File: src/rtl/cpu_ctrl_seq_pkg.sv
// cpu_ctrl_pkg: opcodes, step encoding and one-hot helper for the control unit
package cpu_ctrl_pkg;
  localparam int MAX_REGS = 16;
  localparam logic [2:0] OPC_MV   = 3'b000;
  localparam logic [2:0] OPC_MVI  = 3'b001;
  localparam logic [2:0] OPC_ADD  = 3'b010;
  localparam logic [2:0] OPC_SUB  = 3'b011;
  localparam logic [2:0] OPC_MVNZ = 3'b100;
  localparam logic [2:0] OPC_HALT = 3'b111;
  typedef enum logic [2:0] {T0, T1, T2, T3, HALT} step_t;
  function automatic logic [MAX_REGS-1:0] onehot(input logic [3:0] idx, input int n);
    return (int'(idx) < n) ? MAX_REGS'(1) << idx : '0;
  endfunction
  function automatic logic opc_legal(input logic [2:0] o);
    return o inside {OPC_MV, OPC_MVI, OPC_ADD, OPC_SUB, OPC_MVNZ, OPC_HALT};
  endfunction
endpackage

File: src/rtl/cpu_ctrl_seq_onehot_dec.sv
// ctrl_onehot_dec: register index plus enable to one-hot write-enable vector
module ctrl_onehot_dec
  import cpu_ctrl_pkg::*;
#(
  parameter int NUM_REGS = 8,
  localparam int IDX_W = $clog2(NUM_REGS)
) (
  input  logic [IDX_W-1:0]    idx,
  input  logic                en,
  output logic [NUM_REGS-1:0] vec
);
  assign vec = en ? NUM_REGS'(onehot(4'(idx), NUM_REGS)) : '0;
endmodule

File: src/rtl/cpu_ctrl_seq.sv
// cpu_ctrl_seq: multicycle control unit owning the IR and the T0..T3 step counter
module cpu_ctrl_seq
  import cpu_ctrl_pkg::*;
#(
  parameter int NUM_REGS = 8,
  parameter int OPC_W = 3,
  parameter int DATA_W = 16,
  localparam int REG_IDX_W = $clog2(NUM_REGS),
  localparam int IR_W = OPC_W + 2 * REG_IDX_W
) (
  input  logic                 clk,
  input  logic                 resetn,
  input  logic                 run,
  input  logic [DATA_W-1:0]    din,
  input  logic                 g_zero,
  output logic                 ir_in,
  output logic [NUM_REGS-1:0]  r_in,
  output logic                 r_out_en,
  output logic [REG_IDX_W-1:0] r_out_sel,
  output logic                 din_out,
  output logic                 g_out,
  output logic                 a_in,
  output logic                 g_in,
  output logic                 alu_sub,
  output logic                 done,
  output logic                 busy,
  output logic                 illegal,
  output logic                 halted
);
  localparam logic [REG_IDX_W:0] NREG = NUM_REGS[REG_IDX_W:0];
  step_t state, state_nx;
  logic [IR_W-1:0] ir;
  logic [OPC_W-1:0] opc;
  logic [REG_IDX_W-1:0] rx, ry;
  logic wr_en, bad, unused_din;
  assign unused_din = ^din[DATA_W-1:IR_W];
  assign opc = ir[IR_W-1 -: OPC_W];
  assign rx = ir[2*REG_IDX_W-1:REG_IDX_W];
  assign ry = ir[REG_IDX_W-1:0];
  assign bad = !opc_legal(opc) || {1'b0, rx} >= NREG || {1'b0, ry} >= NREG;
  assign busy = resetn && state inside {T1, T2, T3};
  assign halted = resetn && state == HALT;
  // step register and instruction latch
  always_ff @(posedge clk) begin
    if (!resetn) begin
      state <= T0;
      ir <= '0;
    end else begin
      state <= state_nx;
      if (ir_in) ir <= din[IR_W-1:0];
    end
  end
  // next step and control decode; everything held low while in reset
  always_comb begin
    state_nx = state;
    ir_in = 1'b0;
    wr_en = 1'b0;
    r_out_en = 1'b0;
    r_out_sel = '0;
    din_out = 1'b0;
    g_out = 1'b0;
    a_in = 1'b0;
    g_in = 1'b0;
    alu_sub = 1'b0;
    done = 1'b0;
    illegal = 1'b0;
    if (resetn) begin
      case (state)
        T0: begin
          ir_in = run;
          state_nx = run ? T1 : T0;
        end
        T1: begin
          state_nx = T0;
          if (bad) begin
            done = 1'b1;
            illegal = 1'b1;
          end else begin
            case (opc)
              OPC_MV: begin
                r_out_en = 1'b1;
                r_out_sel = ry;
                wr_en = 1'b1;
                done = 1'b1;
              end
              OPC_MVI: begin
                din_out = 1'b1;
                wr_en = 1'b1;
                done = 1'b1;
              end
              OPC_ADD, OPC_SUB: begin
                r_out_en = 1'b1;
                r_out_sel = rx;
                a_in = 1'b1;
                state_nx = T2;
              end
              OPC_MVNZ: begin
                r_out_en = !g_zero;
                r_out_sel = g_zero ? '0 : ry;
                wr_en = !g_zero;
                done = 1'b1;
              end
              default: begin
                done = 1'b1;
                state_nx = HALT;
              end
            endcase
          end
        end
        T2: begin
          r_out_en = 1'b1;
          r_out_sel = ry;
          g_in = 1'b1;
          alu_sub = opc == OPC_SUB;
          state_nx = T3;
        end
        T3: begin
          g_out = 1'b1;
          wr_en = 1'b1;
          done = 1'b1;
          state_nx = T0;
        end
        default: state_nx = HALT;
      endcase
    end
  end
  ctrl_onehot_dec #(.NUM_REGS(NUM_REGS)) u_dec (
    .idx(rx),
    .en (wr_en),
    .vec(r_in)
  );
endmodule
File: config.mk
export PLATFORM = sky130hd
export DESIGN_NAME = cpu_ctrl_seq
export DESIGN_NICKNAME = d
export VERILOG_FILES = /design/src/rtl/cpu_ctrl_seq_pkg.sv /design/src/rtl/cpu_ctrl_seq_onehot_dec.sv /design/src/rtl/cpu_ctrl_seq.sv
export SDC_FILE = /design/constraint.sdc
export NUM_CORES = 1
export LEC_CHECK = 0
export CAP_MARGIN = 10
export CORE_MARGIN = 10
export CORE_UTILIZATION = 38
export CTS_CLUSTER_DIAMETER = 120
export DETAILED_ROUTE_END_ITERATION = 8
export HOLD_SLACK_MARGIN = 0.08
export PLACE_DENSITY = 0.85
export SYNTH_ARGS = -nofsm -noshare
export SYNTH_HDL_FRONTEND = slang
export SYNTH_SLANG_ARGS = --single-unit
File: constraint.sdc
create_clock -name clk -period 2.1 [get_ports clk]
set_input_delay 0.42 -clock clk [delete_from_list [all_inputs] [get_ports clk]]
set_output_delay 0.42 -clock clk [all_outputs]
set_load 0.005 [all_outputs]
==> flow_results.org <==
** Setup path
- CP Class :: reg -> out
- The kind of cell with the highest combined delay along the critical path is flip-flops.
- Data on the critical path is required at its endpoint by 1.68 ns.
- For the worst setup path, the data arrival time is 1.64 ns.
- In this design, the stage delay of the slowest critical-path cell is 0.40 ns.
- The worst setup path is captured at an output port.
- The worst setup path is launched from a flop.
- Crit-path max FO :: 7
- Crit path max-delay cell type :: sky130_fd_sc_hd__dfxtp_4
- Buffers plus inverters on the worst setup path :: 2
- Traced cell by cell, the critical path runs through and4bb_2 > a21o_1 > buf_4 > a22o_1 > clkbuf_2.

** Clocking
- TritonCTS built the clock tree.
- Cell at the root of the clock tree :: sky130_fd_sc_hd__clkbuf_4
- Clock Sink Count :: 12
- In this run the number of H-tree levels came out at 1.
- TritonCTS created 3 clock buffers.
- Post-CTS clock slew at the launch and capture registers of the worst setup and hold paths :: 0.08 ns
- Number of buffers between clock root and the deepest sink :: 2
- Hold repair after CTS inserted 0 buffers.
- The clock reaches the later pin of the worst-skew pair after 0.28 ns.

** Power
- For this design the ratio of total power to cell area is 451 mW/mm2.
- In this run the static leakage power is 0.000643 uW.
- Across the VDD grid, the largest voltage drop is 0.291 mV.

** Finish
- Most common library cell in the layout ignoring fill and taps :: sky130_fd_sc_hd__buf_4
- Flip-flop and latch area :: 253 um2
- Fill cells in the final layout number 175.
- In the final design database the tool counted 169 nets.
- Leading cell types in the layout, fill and taps excluded :: 22 x sky130_fd_sc_hd__buf_4, 15 x sky130_fd_sc_hd__dlygate4sd2_1, 13 x sky130_fd_sc_hd__clkdlybuf4s50_1
- Fraction of layout cells with a size suffix above 1 :: 37.8%
- Combined area of the multi-input logic cells :: 528 um2
- The number of antenna diodes in the final layout is 0.
- With fillers left out, the area of the finished cells amounts to 0.00135 mm2.
- Layout overhead on the synthesized area :: 73.0%

** GRT
- The first global-routing pass estimated 4.58 mm of wire.
- Antenna violations before repair :: 0
- Largest net degree at the start of global routing :: 13
- Global routing finished with a remaining overflow of 0.
- The number of global-route vias before repair is 972.
- Global-route usage over all layers :: 13.6%

** STA
- In the final timing run, aggregate negative setup slack is 0 ns.
- Clock Skews :: 0.00353 ns
- Highest clock rate :: 485 MHz
- The final number of max-transition violations was 0.
- After layout, the minimum clock period comes to 2.06 ns.
- In this run the tightest slew margin relative to its limit is 77.8%.
- Number of hold violations in the final report :: 0
- Setup violations remaining at the end of the flow were counted as 0.
- For the pin with the worst max-slew slack, the measured transition is 0.333 ns.
- Dividing the final minimum period by the clock period gives 98.1%.
- Setup repair after global routing could not meet its margin everywhere.

** Drt
- Iteration-0 DRC count of the detailed router :: 31
- In the final routed layout, each cell accounts on average for 16.6 um.
- The final layout contains routed wiring with a total length of 2.90 mm.
- Avg Vias per Cell :: 5.49
- DR vias :: 960
- Number of remaining DRC errors :: 0
- The first detailed-routing pass ran for 4 iterations.
- Antenna viol nets, final :: 0

** Place
- Detailed placement ended at an HPWL of 2.08 mm.
- Area post-placement :: 0.00123 mm2
- During placement, the flow inserted port buffers numbering 34.
- The congestion estimate from routability-driven global placement came to 0.748.

** Floorplan
- For this configuration, the core starts out at a cell density of 39.9%.
- Width of the die :: 65.4 um
- The die is 65.4 um tall.
- The floorplan step defined a die boundary enclosing 0.00427 mm2.
- In this run the count of I/O pins placed on the die edge is 42.
- The core region is 0.00196 mm2.
- The floorplan has 16 rows.

** Yosys
- Yosys cell types :: 33
- By area the synthesized netlist is led by sky130_fd_sc_hd__dfxtp_1 31%, sky130_fd_sc_hd__o21ai_2 10%, sky130_fd_sc_hd__nand3_1 5.8%.
- Synthesis produced 95 cells.
- Flop and latch count out of synthesis :: 12
- Sequential element share of the synthesized area :: 30.7%
- The Yosys step of the flow raised 0 warnings.
- For this run, the leading register cell type out of synthesis is sky130_fd_sc_hd__dfxtp_1.
- In this run, synthesis inferred 0 flip-flops with an integrated enable.
- The mapped netlist covers 782 um2.
- Synth Area per Inst :: 8.23 um2
- Counting every net in the synthesized netlist gives 115.
- Summed over its instances, the top area cell type makes up 30.7% of the synthesized netlist area.
- Counting flops with an async set or reset pin after synthesis yields a share of 0%.
- Biggest area consumer among synthesized cells :: sky130_fd_sc_hd__dfxtp_1

** Run
- Number of max-cap violations :: 0

** Outcome
- The run finished with clean final reports.

** Min path
- In this run the worst hold path is classified as reg -> reg.
## cell families after synthesis
kind of cell	share of synthesized area, %
flip-flops	30.7
XOR/XNOR	1.12
buffers and inverters	7.36
AND/OR/NAND/NOR	41.4
AO/OA/AOI/OAI	19.4
## power by group
group / leakage, uW / internal [uW] / switching [uW] / total (uW)
logic: 0.000521 / 86.9 / 71.6 / 158
clock network: 0.0000210 / 106 / 82.7 / 188
registers: 0.000101 / 241 / 22.7 / 264
total: 0.000643 / 433 / 177 / 610
## registers in the layout, indices dropped and copies added (netlist names)
signal,flops
state,3
ir,9
## tightest hold or removal path: stages (launching register included)
cell	delay (ns)
sky130_fd_sc_hd__dfxtp_1	0.32
sky130_fd_sc_hd__nand2_1	0.07
sky130_fd_sc_hd__o21ai_2	0.05
## layer usage
metal | part of all wire (%) | global-route usage (%)
met4 | 5.2 | 12.8
met2 | 49 | 22.9
met5 | 0 | 0
met1 | 39 | 13.4
met3 | 6.9 | 3.39
## metrics by stage
step	worst slack, ns	power [uW]	hold WS [ns]	cells	util (%)
after floorplan	0.389	343	0.439	95	-
after global placement	-0.444	408	0.466	165	62.9
after detailed placement	-0.541	414	0.467	165	62.9
after CTS	-0.00183	604	0.479	174	68.2
after global routing	-0.0212	639	0.520	175	68.9
final	0.0394	610	0.475	175	68.9
## worst paths after layout
path / start / endpoint / slack (ns) / depth (start not counted)
max: state[2] / r_out_sel[0] / 0.04 / 5
min: ir[1] / ir[1] / 0.47 / 2
max reg2reg: state[2] / state[0] / 0.74 / 5
min reg2reg: ir[1] / ir[1] / 0.47 / 2
## cell usage after synthesis, types with 2 or more instances
cell type / count
sky130_fd_sc_hd__nand2b_1: 3
sky130_fd_sc_hd__or2_2: 2
sky130_fd_sc_hd__nor2_1: 7
sky130_fd_sc_hd__nand2_1: 12
sky130_fd_sc_hd__nor3_1: 2
sky130_fd_sc_hd__a22o_1: 3
sky130_fd_sc_hd__buf_2: 3
sky130_fd_sc_hd__dfxtp_1: 12
sky130_fd_sc_hd__o21ai_0: 2
sky130_fd_sc_hd__buf_1: 2
sky130_fd_sc_hd__nor4_1: 3
sky130_fd_sc_hd__and3_1: 2
sky130_fd_sc_hd__nand3_1: 9
sky130_fd_sc_hd__clkbuf_1: 2
sky130_fd_sc_hd__inv_1: 2
sky130_fd_sc_hd__o21ai_2: 9
sky130_fd_sc_hd__nor4b_1: 4
## area by class of cell
| cell class | instances | share of cell area (%) |
|---|---|---|
| Multi-Input combinational cell | 73 | 39.0 |
| Inverter | 2 | 0.555 |
| Timing Repair Buffer | 57 | 36.5 |
| Clock buffer | 4 | 2.68 |
| Sequential cell | 12 | 18.7 |
| Tap cell | 27 | 2.50 |
## timing repair
item | CTS | global route
resized for setup | 39 | 8
pin swaps | 4 | 1
buffers inserted | 5 | 1
endpoints found under the setup margin | 22 | 7
Power figures use the tool's default switching activity.
